==> src/rtl/karatsuba8_job_ctrl.sv <==
// Job sequencer for the 8-bit Karatsuba multiplier: operand FIFO, start/done handshake,
// timeout abort and a registered product output with valid/ready.
module karatsuba8_job_ctrl #(
  parameter int unsigned DEPTH   = 4,
  parameter int unsigned TIMEOUT = 15
) (
  input  logic                         clk,
  input  logic                         rst,
  input  logic                         in_valid,
  output logic                         in_ready,
  input  logic [7:0]                   in_x,
  input  logic [7:0]                   in_y,
  output logic                         mul_start,
  output logic [7:0]                   mul_x,
  output logic [7:0]                   mul_y,
  input  logic                         mul_done,
  input  logic [15:0]                  mul_p,
  output logic                         out_valid,
  input  logic                         out_ready,
  output logic [15:0]                  out_p,
  output logic                         busy,
  output logic [$clog2(DEPTH+1)-1:0]   count,
  output logic                         err
);

  localparam int unsigned CW = $clog2(DEPTH + 1);
  localparam int unsigned PW = (DEPTH > 1) ? $clog2(DEPTH) : 1;
  localparam int unsigned TW = $clog2(TIMEOUT + 1);

  localparam logic [1:0] IDLE  = 2'd0;
  localparam logic [1:0] RUN   = 2'd1;
  localparam logic [1:0] DRAIN = 2'd2;

  logic [1:0]    state;
  logic [7:0]    fifo_x [DEPTH];
  logic [7:0]    fifo_y [DEPTH];
  logic [PW-1:0] wr_ptr;
  logic [PW-1:0] rd_ptr;
  logic [TW-1:0] tcnt;
  logic          push;
  logic          pop;

  assign in_ready  = (count < CW'(DEPTH));
  assign push      = in_valid && in_ready;
  // Only start a job when its result will have somewhere to land.
  assign pop       = (state == IDLE) && (count != '0) && (!out_valid || out_ready);
  assign mul_start = (state == RUN);
  assign busy      = (state != IDLE) || (count != '0);

  always_ff @(posedge clk) begin
    if (push) begin
      fifo_x[wr_ptr] <= in_x;
      fifo_y[wr_ptr] <= in_y;
    end
  end

  always_ff @(posedge clk) begin
    if (rst) begin
      state     <= IDLE;
      wr_ptr    <= '0;
      rd_ptr    <= '0;
      count     <= '0;
      mul_x     <= '0;
      mul_y     <= '0;
      out_p     <= '0;
      out_valid <= 1'b0;
      err       <= 1'b0;
      tcnt      <= '0;
    end else begin
      if (push) wr_ptr <= wr_ptr + 1'b1;
      if (pop)  rd_ptr <= rd_ptr + 1'b1;
      case ({push, pop})
        2'b10:   count <= count + 1'b1;
        2'b01:   count <= count - 1'b1;
        default: ;
      endcase

      if (out_valid && out_ready) out_valid <= 1'b0;

      case (state)
        IDLE: begin
          if (pop) begin
            mul_x <= fifo_x[rd_ptr];
            mul_y <= fifo_y[rd_ptr];
            tcnt  <= '0;
            state <= RUN;
          end
        end
        RUN: begin
          tcnt <= tcnt + 1'b1;
          if (mul_done) begin
            out_p     <= mul_p;
            out_valid <= 1'b1;
            state     <= DRAIN;
          end else if (tcnt == TW'(TIMEOUT - 1)) begin
            err   <= 1'b1;
            state <= DRAIN;
          end
        end
        // Wait out a lingering done so it is never mistaken for the next result.
        DRAIN: begin
          if (!mul_done) state <= IDLE;
        end
        default: state <= IDLE;
      endcase
    end
  end

endmodule

==> config.mk <==
export PLATFORM = sky130hd
export DESIGN_NAME = karatsuba8_job_ctrl
export DESIGN_NICKNAME = d
export VERILOG_FILES = /design/src/rtl/karatsuba8_job_ctrl.sv
export SDC_FILE = /design/constraint.sdc
export NUM_CORES = 1
export LEC_CHECK = 0
export CORE_MARGIN = 2
export CORE_UTILIZATION = 52
export CTS_BUF_LIST = sky130_fd_sc_hd__clkbuf_16
export CTS_CLUSTER_DIAMETER = 60
export DETAILED_ROUTE_END_ITERATION = 12
export PLACE_DENSITY = 0.79
export SYNTH_ARGS = -nofsm -noshare
export SYNTH_HDL_FRONTEND = slang
export SYNTH_SLANG_ARGS = --single-unit
==> constraint.sdc <==
create_clock -name clk -period 2.65 [get_ports clk]
set_input_delay 0.265 -clock clk [delete_from_list [all_inputs] [get_ports clk]]
set_output_delay 0.265 -clock clk [all_outputs]
set_load 0.1 [all_outputs]
==> metrics.yaml <==
status: "completed"
postCtsSetupBuffers: 0
rsz0062_at_grt: "false"
internal_power_mw: 3.74
yosys-top-cells-area: "edfxtp_1, dfxtp_1, mux4_1"
postRouteAntennaNets: 0
power_density_mw_per_mm2: 1210
placementRows: 33
pre_cts_slack_ps: 98.7
initial_core_util_pct: 53.9
synth_edf_count: 64
startpoint_type: "flip-flop"
p_comb_share_pct: 43.1
drive_above_1_share_pct: 20.3
cp_slowest_stage_delay_ps: 370
setup_tns_ps: 0
slew_headroom_pct: 51.1
critPathTopFamily: "simple AND/OR/NAND/NOR gates"
tightest_slew_ps: 732
die_y_um: 96.5
grt_start_max_net_pins: 22
skew_ps: 5.60
ir_drop_uv: 453
slowest_stage: "dfxtp_1"
clock.fmax_mhz: 437
synth_top_area_share_pct: 43.2
numClockSinks: 111
fp.coreArea_mm2: 0.00826
viasPerCell: 5.58
pwr-share-seq_pct: 35.9
critPathMaxFanout: 21
r2r_setup_slack_ps: 360
diodes: 0
ios: 77
cts_tree: "built"
ctsHoldBuffers: 0
dpl.cell_count: 493
final_cells: 509
maxCapViolations: 0
grt_pass1_vias: 2678
drv_slew: 0
setup_ws_ps: 361
port-buffer-count: 76
required_ps: 2910
period_needed_ps: 2290
die_w_um: 96.5
syn_area_mm2: 0.00445
layout.nets: 444
crit_path_end_kind: "flip-flop"
cts_buffers: 9
power_mw: 6.64
path_cells: "or2_4 -> nor3_2 -> ha_1 -> inv_1 -> fa_1 -> xor2_1 -> or3_1 -> a21oi_1"
grt_pass1_wl_um: 13200
ys_ff_latch: 111
grtUsageTotal_pct: 18.9
power_switching_share_pct: 43.6
hold_path.class: "flip-flop to flip-flop"
synth.distinct_cells: 48
hold_viol: 0
synth_nets: 369
remaining_drc_errors: 0
cts_htree_levels: 3
synthArstFlopShare_pct: 0
gp_congestion: 0.766
setup_viol: 0
antenna_found_initial: 0
syn-instance-count: 324
arrival_ps: 2550
layout-area-overhead-vs-synth_pct: 23.4
die_area_mm2: 0.00932
synth_warnings: 0
path_class: "flip-flop to flip-flop"
wl_um: 8590
p_leak_nw: 2.00
yosysSeqAreaShare_pct: 64.3
wire_per_inst_um: 16.9
clk_latency_ps: 340
hpwlAfterDp_um: 5860
nFillCells: 601
drt_pass1_iterations: 4
fin_crit_sh_pct: 86.4
syn_area_per_cell_um2: 13.7
p_switching_mw: 2.90
drtIter0Drc: 104
clkPwrFrac_pct: 21.0
clk_path_buf_depth: 2
cts.repair.resized: 0
yosys.area.top_type: "edfxtp_1"
num_vias: 2841
synth_flop_cell: "edfxtp_1"
path_buf_inv: 1
overflow: 0
clkTransAtPathRegs_ps: 70
clockRootBuffer: "clkbuf_16"
-- logic make-up (layout without fill, tap and decap cells) --
group,count (synthesis),after routing,synth area share (%)
flops,111,111,64.3
simple gates,82,82,9.70
compound gates,67,67,9.11
buf+inv,35,115,4.53
mux,18,18,9.33
fa+ha+maj,8,8,2.42
xor+xnor,3,3,0.590
-- cell usage in the layout (no fill, tap or decap), types with 2 or more instances in the layout --
| cell type | n |
|---|---|
| nand2b_1 | 3 |
| nor2b_1 | 2 |
| clkinv_1 | 2 |
| and2_1 | 4 |
| nand3_1 | 2 |
| mux4_2 | 7 |
| o21ai_0 | 2 |
| dfxtp_1 | 44 |
| mux4_1 | 9 |
| ha_1 | 7 |
| nand2_1 | 34 |
| buf_4 | 52 |
| xor2_1 | 2 |
| bufinv_16 | 2 |
| nand4_1 | 17 |
| or3_1 | 2 |
| dfxtp_2 | 3 |
| nor2_1 | 7 |
| clkbuf_16 | 9 |
| clkdlybuf4s50_1 | 36 |
| inv_1 | 11 |
| edfxtp_1 | 64 |
| o31ai_1 | 19 |
| a21oi_1 | 39 |
| nand3b_1 | 2 |
-- tightest hold or removal path: stages, from the launching register on --
cell and delay [ps]:
dfxtp_1 310, nand2_1 50, a21oi_1 50
-- final cells by class --
cell class / instances / area [um2] / area share, %
clock inverter: 7 / 88.8 / 1.62
clock buffer: 9 / 225 / 4.10
multi-input combinational: 178 / 1390 / 25.3
timing repair buffer: 88 / 751 / 13.7
tap: 105 / 131 / 2.39
inverter: 11 / 41.3 / 0.752
sequential: 111 / 2870 / 52.2
-- power groups by stage --
| stage | Combinational, mW | Sequential, mW | Clock (mW) |
|---|---|---|---|
| 6_report | 2.86 | 2.38 | 1.39 |
| 5_1_grt | 3.01 | 2.42 | 1.49 |
| 4_1_cts | 2.88 | 2.39 | 1.42 |
| 3_5_place_dp | 2.87 | 2.42 | 0 |
| 3_3_place_gp | 2.83 | 2.40 | 0 |
| 2_1_floorplan | 1.20 | 3.50 | 0 |
-- final timing paths --
check,startpoint,to,cells after the start
worst min-delay path,out_p[7],out_p[7],2
worst max register to register,state[0],count[2],8
worst min register to register,out_p[7],out_p[7],2
worst max-delay path,state[0],count[2],8
-- synth_stat cells, types with 2 or more instances --
| library cell | number |
|---|---|
| edfxtp_1 | 64 |
| dfxtp_1 | 47 |
| a21oi_1 | 39 |
| nand2_1 | 34 |
| o31ai_1 | 19 |
| nand4_1 | 17 |
| buf_2 | 10 |
| inv_1 | 10 |
| mux4_1 | 9 |
| ha_1 | 7 |
| mux4_2 | 7 |
| nor2_1 | 7 |
| clkbuf_1 | 6 |
| and2_1 | 4 |
| buf_6 | 3 |
| nand2b_1 | 3 |
| nand3_1 | 2 |
| nand3b_1 | 2 |
| nor2b_1 | 2 |
| o21ai_0 | 2 |
| or3_1 | 2 |
| xor2_1 | 2 |
-- routing by layer --
layer / vias to the layer above / GRT usage [%] / share of wire (%)
met5: - / 0 / 0
met4: 0 / 7.98 / 1.7
met3: 11 / 3.72 / 6.2
met2: 84 / 32.6 / 49
met1: 1374 / 23.3 / 43
li1: 1372 / - / -
-- through the flow --
stage / util, % / hold slack (ps) / cell area (um2)
6_report: 66.5 / 458 / 5490
5_1_grt: 66.5 / 475 / 5490
4_1_cts: 66.5 / 461 / 5490
3_5_place_dp: 62.7 / 452 / 5180
3_3_place_gp: 62.7 / 443 / 5180
2_1_floorplan: - / 364 / 4450
-- state kept, by name, indices dropped and copies added (netlist names) --
| register | count |
|---|---|
| tcnt | 4 |
| rd_ptr | 2 |
| err | 1 |
| mul_x | 8 |
| fifo_x | 32 |
| state | 2 |
| fifo_y | 32 |
| mul_y | 8 |
| out_valid | 1 |
| out_p | 16 |
| count | 3 |
| wr_ptr | 2 |
No activity file was read; power rests on OpenSTA's default activity.
